File: src/rtl/cpu_pkg.sv
// Shared encodings for the 8-bit CPU: opcodes, accumulator source selects and
// the control-unit state enum used by the sequencer, datapath and assembler.
package cpu_pkg;

   localparam logic [3:0] OP_NOP = 4'h0;
   localparam logic [3:0] OP_LDA = 4'h1;
   localparam logic [3:0] OP_ADD = 4'h2;
   localparam logic [3:0] OP_SUB = 4'h3;
   localparam logic [3:0] OP_STA = 4'h4;
   localparam logic [3:0] OP_LDI = 4'h5;
   localparam logic [3:0] OP_JMP = 4'h6;
   localparam logic [3:0] OP_JZ  = 4'h7;
   localparam logic [3:0] OP_JC  = 4'h8;
   localparam logic [3:0] OP_OUT = 4'hE;
   localparam logic [3:0] OP_HLT = 4'hF;

   localparam logic [1:0] ASEL_ALU = 2'd0;
   localparam logic [1:0] ASEL_MEM = 2'd1;
   localparam logic [1:0] ASEL_IMM = 2'd2;

   typedef enum logic [2:0] {
      ST_IDLE        = 3'd0,
      ST_FETCH_ADDR  = 3'd1,
      ST_FETCH_INSTR = 3'd2,
      ST_DECODE      = 3'd3,
      ST_EXEC1       = 3'd4,
      ST_EXEC2       = 3'd5,
      ST_HALT        = 3'd6
   } state_e;

endpackage

File: src/rtl/control_unit.sv
// Multi-cycle fetch/decode/execute sequencer. Strobes are decoded combinationally
// from the registered state, so an asynchronous reset silences them at once.
module control_unit
   import cpu_pkg::*;
(
   input  logic       clk,
   input  logic       reset,
   input  logic       run,
   input  logic [3:0] opcode,
   input  logic       zero_flag,
   input  logic       carry_flag,
   input  logic       mem_ready,
   output logic       mar_load,
   output logic       mar_sel,
   output logic       mem_read,
   output logic       mem_write,
   output logic       ir_load,
   output logic       pc_inc,
   output logic       pc_load,
   output logic       a_load,
   output logic [1:0] a_sel,
   output logic       b_load,
   output logic       alu_sub,
   output logic       flags_load,
   output logic       out_load,
   output logic       halted,
   output logic [2:0] state_dbg
);

   state_e state_q;
   state_e state_d;
   state_e done_st;

   always_ff @(posedge clk or posedge reset) begin
      if (reset) begin
         state_q <= ST_IDLE;
      end else begin
         state_q <= state_d;
      end
   end

   assign state_dbg = state_q;

   always_comb begin
      state_d    = state_q;
      done_st    = run ? ST_FETCH_ADDR : ST_IDLE;
      mar_load   = 1'b0;
      mar_sel    = 1'b0;
      mem_read   = 1'b0;
      mem_write  = 1'b0;
      ir_load    = 1'b0;
      pc_inc     = 1'b0;
      pc_load    = 1'b0;
      a_load     = 1'b0;
      a_sel      = ASEL_ALU;
      b_load     = 1'b0;
      alu_sub    = 1'b0;
      flags_load = 1'b0;
      out_load   = 1'b0;
      halted     = 1'b0;

      case (state_q)
         ST_IDLE: begin
            if (run) begin
               state_d = ST_FETCH_ADDR;
            end else begin
               state_d = ST_IDLE;
            end
         end
         ST_FETCH_ADDR: begin
            mar_load = 1'b1;
            state_d  = ST_FETCH_INSTR;
         end
         ST_FETCH_INSTR: begin
            mem_read = 1'b1;
            if (mem_ready) begin
               ir_load = 1'b1;
               pc_inc  = 1'b1;
               state_d = ST_DECODE;
            end else begin
               state_d = ST_FETCH_INSTR;
            end
         end
         ST_DECODE: begin
            // Unassigned opcodes fall through to the NOP behaviour.
            case (opcode)
               OP_LDI: begin
                  a_load  = 1'b1;
                  a_sel   = ASEL_IMM;
                  state_d = done_st;
               end
               OP_JMP: begin
                  pc_load = 1'b1;
                  state_d = done_st;
               end
               OP_JZ: begin
                  pc_load = zero_flag;
                  state_d = done_st;
               end
               OP_JC: begin
                  pc_load = carry_flag;
                  state_d = done_st;
               end
               OP_OUT: begin
                  out_load = 1'b1;
                  state_d  = done_st;
               end
               OP_HLT: begin
                  state_d = ST_HALT;
               end
               OP_LDA, OP_ADD, OP_SUB, OP_STA: begin
                  mar_load = 1'b1;
                  mar_sel  = 1'b1;
                  state_d  = ST_EXEC1;
               end
               default: begin
                  state_d = done_st;
               end
            endcase
         end
         ST_EXEC1: begin
            if (opcode == OP_STA) begin
               mem_write = 1'b1;
            end else begin
               mem_read = 1'b1;
            end
            if (mem_ready) begin
               case (opcode)
                  OP_LDA: begin
                     a_load  = 1'b1;
                     a_sel   = ASEL_MEM;
                     state_d = done_st;
                  end
                  OP_ADD, OP_SUB: begin
                     b_load  = 1'b1;
                     state_d = ST_EXEC2;
                  end
                  default: begin
                     state_d = done_st;
                  end
               endcase
            end else begin
               state_d = ST_EXEC1;
            end
         end
         ST_EXEC2: begin
            a_load     = 1'b1;
            a_sel      = ASEL_ALU;
            alu_sub    = (opcode == OP_SUB);
            flags_load = 1'b1;
            state_d    = done_st;
         end
         ST_HALT: begin
            halted  = 1'b1;
            state_d = ST_HALT;
         end
         default: begin
            state_d = ST_IDLE;
         end
      endcase
   end

endmodule

File: config.mk
export PLATFORM = sky130hd
export DESIGN_NAME = control_unit
export DESIGN_NICKNAME = d
export VERILOG_FILES = /design/src/rtl/cpu_pkg.sv /design/src/rtl/control_unit.sv
export SDC_FILE = /design/constraint.sdc
export NUM_CORES = 1
export LEC_CHECK = 0
export ABC_AREA = 1
export BUFFER_PORTS_ARGS = -buffer_cell sky130_fd_sc_hd__buf_2
export CAP_MARGIN = 40
export CORE_AREA = 2 2 39 41
export DETAILED_ROUTE_END_ITERATION = 7
export DIE_AREA = 0 0 41 43
export GPL_TIMING_DRIVEN = 1
export PLACE_DENSITY = 0.67
export SLEW_MARGIN = 20
export SYNTH_ARGS = -nofsm -noshare
export SYNTH_HDL_FRONTEND = slang
export SYNTH_SLANG_ARGS = --single-unit
File: constraint.sdc
create_clock -name clk -period 2.7 [get_ports clk]
set_input_delay 0.54 -clock clk [delete_from_list [all_inputs] [get_ports clk]]
set_output_delay 0.54 -clock clk [all_outputs]
set_load 0.02 [all_outputs]
Yosys cells after proc, flatten, opt, wreduce, memory -nomap -nowiden
Index checks and enable logic that the tools add are counted.
{"block": "word_totals", "register_bits": 3, "input_bits": 10, "output_inout_bits": 18, "wordCells": 54}
{"block": "op_classes", "eq_ne": 16, "n_mux": 33, "n_reduce_logical": 4}
{"op": "$mux 1", "n": 23}
{"op": "$pmux 3 s6", "n": 1}
{"op": "$eq 4x3->1 const B", "n": 4}
{"op": "$eq 4x4->1 const B", "n": 3}
{"op": "$eq 3x3->1 const B", "n": 3}
{"op": "$eq 4x2->1 const B", "n": 2}
{"op": "$eq 3x2->1 const B", "n": 2}
{"op": "$mux 3", "n": 2}
{"op": "$pmux 1 s3", "n": 2}
{"op": "$pmux 3 s2", "n": 1}
{"op": "$eq 4x1->1 const B", "n": 1}
{"op": "$pmux 1 s2", "n": 2}
{"op": "$pmux 2 s2", "n": 1}
{"op": "$reduce_or 2->1", "n": 2}
{"op": "$reduce_or 4->1", "n": 1}
{"op": "$eq 3x1->1 const B", "n": 1}
{"op": "$logic_not 3->1", "n": 1}
{"op": "$mux 2", "n": 1}

Logic depth before layout (Yosys ltp)
Gate-level depths: netlist of run 1.
{"block": "logic_depth", "depth_word": 5, "depth_mapped": 7, "depth_no_buf": 7}

Worst setup path before layout of run 1
OpenSTA, ideal clock, no wires.
{"block": "synth_path", "kind": "flip-flop to output port", "from": "reg state_q[2] (netlist: state_dbg[2])", "to": "out a_load", "t_arrival_ps": 1280, "t_required_ps": 2160, "setup_slack_ps": 880, "path_stages_with_launch": 6, "path_buffers": 0, "cell_sequence": "dfrtp_1 inv_1 nor2_2 nand2_2 nor2_2 nand3b_1"}
{"block": "synth_via", "elab_chain_cells": 2, "word_cells_on_any_way": 4, "classes_between": "3 x eq/ne; 1 x mux"}
{"item": "from (decl)", "line": "control_unit.sv:30", "text": "state_e state_q;"}
{"item": "from (signal assigned)", "line": "control_unit.sv:38", "text": "state_q <= state_d;"}
{"item": "$eq 3x3->1 or $eq 3x2->1 (tied branches)", "line": "control_unit.sv:62", "text": "case (state_q)"}
{"item": "$pmux 1 s3 *", "line": "control_unit.sv:62"}
{"item": "to (decl)", "line": "control_unit.sv:20", "text": "output logic a_load,"}
Mark *: on every way between the ends. The rest lies on a longest branch, timed or not.

Final worst setup path of run 1
Ends and elaborated chain as after synthesis.

==> results of run 1 <==
[worst min-delay path by stage]
stage                     start           end  cells past startpoint
after floorplan           reset  state_dbg[0]                      1
after CTS                 reset  state_dbg[1]                      2
after detailed placement  reset  state_dbg[1]                      2
after global placement    reset  state_dbg[0]                      2
after global routing      reset  state_dbg[1]                      2
final                     reset  state_dbg[1]                      2
[final cells by class]
| cell class | instances | area [um^2] |
|---|---|---|
| fill | 161 | 821 |
| clock buffer | 4 | 26.3 |
| inverter | 14 | 52.6 |
| timing repair buffer | 27 | 135 |
| multi-input combinational | 53 | 254 |
| sequential | 3 | 75.1 |
| tap | 16 | 20.0 |
[through the flow]
stage | cell area, um^2 | cells | hold slack [ps]
floorplan | 389 | 71 | 294
global placement | 537 | 113 | 400
detailed placement | 537 | 113 | 410
CTS | 563 | 117 | 163
global route | 563 | 117 | 165
finish | 563 | 117 | 165
[layout by cell type, fill, tap and decap left out]
cell type   n
o211ai_1    1
nand3_1     5
clkbuf_1    1
nand2_2     3
nor4_2      1
o21ai_1     1
nor3_1      2
nor2_1     12
dfrtp_1     3
nand3b_1    1
a21oi_1     3
inv_2       3
o21ai_0     2
clkbuf_4    3
inv_1      11
nand2_1    16
a31oi_1     1
nor2_2      4
nand4_1     1
buf_2      27
[critical path, stage by stage, from the launching register on]
cell	delay (ps)
dfrtp_1	400
inv_1	130
nand2_2	100
nor2_1	140
nand3_1	110
nand3b_1	90
buf_2	160
[where the power goes]
group	total, mW	switching (mW)	internal, mW
clock network	0.0771	0.0218	0.0553
registers	0.0989	0.0347	0.0642
logic	0.272	0.186	0.0859
total	0.448	0.243	0.205
[logic make-up (layout without fill, tap and decap cells)]
family | after synthesis | after routing
buffers and inverters | 15 | 45
DFF | 3 | 3
AOI/OAI and AO/OA | 8 | 8
and+or+nand+nor | 45 | 45
[per-layer routing]
metal / global-route usage, % / wire (um) / share of wire, %
met5: 0 / 0 / 0
met4: 10.0 / 0 / 0
met3: 1.57 / 88 / 8.1
met2: 22.8 / 521 / 48
met1: 16.7 / 477 / 44
==> results.py, run 1 <==
metrics = {
    "status": {
        "status": "finished, final reports clean",
    },
    "synthesis": {
        "synth_nets": 81,
        "synth-seq-cells": 3,
        "post-synth-top-area-fraction_pct": 19.3,
        "synth_mux_area_share_pct": 0,
        "most_frequent_cell_after_synthesis": "nand2_1",
        "synthesis.yosys.warnings": 0,
        "synth_compound_area_share_pct": 11.3,
        "yosys.area_share.xor_xnor_pct": 0,
        "syn_avg_cell_area_um2": 5.48,
        "synth_area_leaders": "dfrtp_1 19%, nand2_1 15%, nor2_1 12%, inv_1 11%, nand3_1 6.4%",
        "synth_top_area_cell": "dfrtp_1",
        "ys_dominant_reg_cell": "dfrtp_1",
        "post_synth_instance_area_um2": 389,
        "post_synth_num_cell_types": 18,
        "yosys-top-cells-count": "16 x nand2_1, 12 x nor2_1, 11 x inv_1",
        "synthCells": 71,
        "async_flop_share_pct": 100,
        "synth_edf_count": 0,
        "synth_adder_area_share_pct": 0,
        "synth_top_family_by_area": "simple AND/OR/NAND/NOR gates",
        "synth_simple_gate_area_share_pct": 54.0,
        "synth-seq-area-share_pct": 19.3,
    },
    "cts": {
        "cts_setup_buffers": 0,
        "post_cts_hold_buffer_count": 0,
        "cts_made_buffers": 3,
        "cts.reportedPaths.clkPinSlew_ps": 40,
        "clkSinkCount": 3,
        "clock_insertion_delay_at_the_later_pin_of_the_skew_report_ps": 230,
        "cts_max_path_buffers": 2,
        "cts_tree": "built",
        "cts_max_level": 1,
        "root_buffer": "clkbuf_4",
        "postCtsResizedCells": 0,
    },
    "die": {
        "horizontal_die_dimension_um": 41,
        "effective_utilization_at_floorplan_pct": 28.1,
        "row_count": 14,
        "dieHeight_um": 43,
        "top_level_ports": 28,
        "design.core.area_um2": 1380,
        "design.die.area_um2": 1760,
    },
    "worst_setup_path": {
        "reg2reg_to": "state_dbg[0]",
        "timing.critical_path.required_ps": 2160,
        "timing.critical_path.fanout_max": 5,
        "timing.critical_path.to": "a_load",
        "critical_path.reg2reg.startpoint": "state_dbg[1]",
        "reg2reg_setup_slack_ps": 1620,
        "setup.worst_path.end_class": "output pin",
        "critPathKind": "reg -> out",
        "worst_setup_path_start_kind": "flop",
        "critical_path_arrival_ps": 1350,
        "critPathLaunch": "state_dbg[2]",
        "timing.reg2reg.worst_path_depth": 6,
    },
    "sta": {
        "final.min_clock_period_ps": 1890,
        "relSlewSlack_pct": 83.1,
        "setup_failing_eps_final": 0,
        "fin_skew_ps": 3.75,
        "final.period_utilization_pct": 70.1,
        "totalNegativeSetupSlack_ps": 0,
        "timing.final.max_slew_violations": 0,
        "timing_hold_violations_final": 0,
        "clock.fmax_mhz": 528,
        "max_slew.worst_pin.slew_ps": 254,
        "setup_ws_ps": 806,
        "grt_setup_unrepaired": "false",
    },
    "power": {
        "p_per_area_nw_per_um2": 796,
        "irDropWorstVdd_v": 0.000232,
        "power.leakage_nw": 0.357,
        "fin_total_pwr_mw": 0.448,
    },
    "worst_hold_path": {
        "path_type_of_the_worst_min_delay_path": "in -> async",
    },
    "global_routing": {
        "number_of_antenna_violations_at_the_first_check_in_global_routing": 0,
        "grtUsageTotal_pct": 14.4,
        "overflow": 0,
        "first_pass_grt_wire_length_um": 1700,
        "grt_max_degree": 8,
        "grt_pass1_vias": 461,
    },
    "place": {
        "dpl_worst_slack_ps": 841,
        "portbufs": 27,
        "routabilityCongestion": 0.755,
        "hpwlAfterDp_um": 895,
    },
    "final_layout": {
        "fin_nets": 112,
        "postLayoutCoreUtil_pct": 40.7,
        "antenna_cells_inserted": 0,
        "share_of_final_layout_standard_cells_stronger_than_drive_strength_1_pct": 40.6,
        "area.growth.synth_to_final_pct": 44.7,
        "largest_reg_flops": 3,
    },
    "routing": {
        "detailedRoute.firstPassIterationCount": 4,
        "total_via_count_in_the_routed_design": 533,
        "drt_wl_total_um": 1090,
        "drc_errors": 0,
        "routed_wire_length_per_instance_um": 9.29,
        "viasPerCell": 4.56,
        "drt.antenna.violating_nets": 0,
        "initialDrtViolationCount": 9,
    },
    "run": {
        "drv.max_cap_violation_count": 0,
    },
}
Note: power is estimated with default switching activity, not from simulation.
==> run 2: changes to the inputs <==
==> constraint.sdc (replaced) <==
create_clock -name clk -period 1.81 [get_ports clk]
set_input_delay 0.362 -clock clk [delete_from_list [all_inputs] [get_ports clk]]
set_output_delay 0.362 -clock clk [all_outputs]
set_load 0.02 [all_outputs]
==> run 2 against run 1 <==
Net effect: routed wire length up 3.0%; core utilization up 1.8 points; flip-flop and latch count is the same; via count grew 3.2%; worst hold slack better by 350 ps; power up 53%; register-to-register slack got worse by 870 ps; cell area up 4.4%; clock power up 50%; clock-buffer cell count unchanged; sequential power is 53% higher; largest power group unchanged; highest routed layer is now met4.
==> results.py, run 2 (synthesized netlist as in run 1, its figures left out) <==
metrics = {
    "status": {
        "status": "finished, final reports clean",
    },
    "worst_hold_path": {
        "hold_path_end": "state_dbg[0]",
        "hold_path.startpoint": "run",
        "path_type_of_the_worst_min_delay_path": "in -> reg",
        "hold-path-cell-count": 5,
    },
    "place": {
        "portbufs": 27,
        "dpl_worst_slack_ps": 306,
        "hpwlAfterDp_um": 904,
        "routabilityCongestion": 0.756,
    },
    "sta": {
        "final.min_clock_period_ps": 1710,
        "fin_skew_ps": 4.87,
        "finalHoldWorstSlack_ps": 514,
        "timing.final.max_slew_violations": 0,
        "totalNegativeSetupSlack_ps": 0,
        "setup_failing_eps_final": 0,
        "relSlewSlack_pct": 84.9,
        "timing_hold_violations_final": 0,
        "clock.fmax_mhz": 585,
        "final.period_utilization_pct": 94.4,
        "setup_ws_ps": 102,
        "max_slew.worst_pin.slew_ps": 226,
    },
    "global_routing": {
        "grt_max_degree": 8,
        "grtUsageTotal_pct": 14.3,
        "first_pass_grt_wire_length_um": 1700,
        "number_of_antenna_violations_at_the_first_check_in_global_routing": 0,
        "overflow": 0,
        "grt_pass1_vias": 466,
    },
    "worst_setup_path": {
        "critPathKind": "reg -> out",
        "timing.critical_path.required_ps": 1450,
        "setup.worst_path.end_class": "output pin",
        "critical_path.reg2reg.startpoint": "state_dbg[1]",
        "timing.reg2reg.worst_path_depth": 6,
        "critical_path_arrival_ps": 1350,
        "reg2reg_setup_slack_ps": 750,
        "worst_setup_path_start_kind": "flop",
        "reg2reg_to": "state_dbg[0]",
        "timing.critical_path.fanout_max": 7,
    },
    "routing": {
        "detailedRoute.firstPassIterationCount": 4,
        "drt_wl_total_um": 1120,
        "drt.antenna.violating_nets": 0,
        "initialDrtViolationCount": 10,
        "drc_errors": 0,
        "routed_wire_length_per_instance_um": 9.49,
        "total_via_count_in_the_routed_design": 550,
        "viasPerCell": 4.66,
    },
    "cts": {
        "root_buffer": "clkbuf_4",
        "cts_max_path_buffers": 2,
        "cts_made_buffers": 3,
        "cts.reportedPaths.clkPinSlew_ps": 40,
        "cts_tree": "built",
        "clock_insertion_delay_at_the_later_pin_of_the_skew_report_ps": 230,
        "clkSinkCount": 3,
        "cts_max_level": 1,
    },
    "final_layout": {
        "share_of_final_layout_standard_cells_stronger_than_drive_strength_1_pct": 43.1,
        "final_cell_mix": "26 x buf_2, 16 x nand2_1, 11 x nor2_1, 10 x inv_1",
        "fin_nets": 113,
        "final_common_cell": "buf_2",
        "area.growth.synth_to_final_pct": 51.1,
        "layout_filler_cell_count": 162,
        "multi_input_comb_area_um2": 265,
        "regArea_um2": 76.3,
        "largest_reg_flops": 3,
        "antenna_cells_inserted": 0,
    },
    "power": {
        "irDropWorstVdd_v": 0.000365,
        "power.leakage_nw": 0.363,
        "p_per_area_nw_per_um2": 1170,
        "fin_total_pwr_mw": 0.685,
    },
    "die": {
        "design.core.area_um2": 1380,
        "top_level_ports": 28,
        "effective_utilization_at_floorplan_pct": 28.1,
        "dieHeight_um": 43,
        "design.die.area_um2": 1760,
        "horizontal_die_dimension_um": 41,
        "row_count": 14,
    },
    "run": {
        "drv.max_cap_violation_count": 0,
    },
}
-- run 2: changes by cell type in the layout (fill, tap and decap cells not counted), sizes merged --
| cell | change |
|---|---|
| dlygate4sd3 | +1 |
-- run 2: stage by stage --
stage | cell area (um^2) | instances | util (%)
5_1_grt | 588 | 118 | 42.5
3_5_place_dp | 537 | 113 | 38.8
2_1_floorplan | 389 | 71 | -
3_3_place_gp | 537 | 113 | 38.8
4_1_cts | 573 | 118 | 41.4
6_report | 588 | 118 | 42.5
-- run 2: what timing repair did --
| item | 4_1_cts | 5_1_grt |
|---|---|---|
| setup endpoints to repair | 0 | 5 |
| resized for setup | 0 | 5 |
| endpoints found under the hold margin | 3 | 0 |
| hold buffers | 1 | 0 |
| setup buffers | 0 | 0 |
-- run 2: critical path, cell delays in order (launching register included) --
cell and delay, ps:
dfrtp_2 450, inv_2 130, nand3_1 150, nor3_1 200, buf_2 190
-- run 2: power breakdown --
group          internal [mW]  switching, mW  leakage, nW
clock network         0.0825         0.0336       0.0150
logic                  0.132          0.286        0.311
registers             0.0982         0.0524       0.0372
-- run 2: metal layers --
layer | wire (um) | GRT usage, %
met5 | 0 | 0
met4 | 5 | 10.0
met3 | 109 | 1.57
met2 | 535 | 23.1
met1 | 469 | 16.1
-- run 2: how the worst max path moves through the flow --
| stage | cells past startpoint | startpoint | slack, ps | endpoint |
|---|---|---|---|---|
| 3_5_place_dp | 6 | opcode[2] | 310 | mar_load |
| 4_1_cts | 6 | state_dbg[2] | 70 | a_load |
| 3_3_place_gp | 5 | opcode[3] | 300 | mar_load |
| 6_report | 4 | state_dbg[1] | 100 | alu_sub |
| 2_1_floorplan | 5 | state_dbg[2] | 170 | a_load |
| 5_1_grt | 4 | state_dbg[1] | -5 | alu_sub |
-- run 2: cell type report --
class	instances	share of cell area [%]
multi-input cells	53	45.1
inverters	14	8.94
flip-flops and latches	3	13.0
well taps	16	3.40
repair buffers	28	25.1
clock buffers	4	4.47
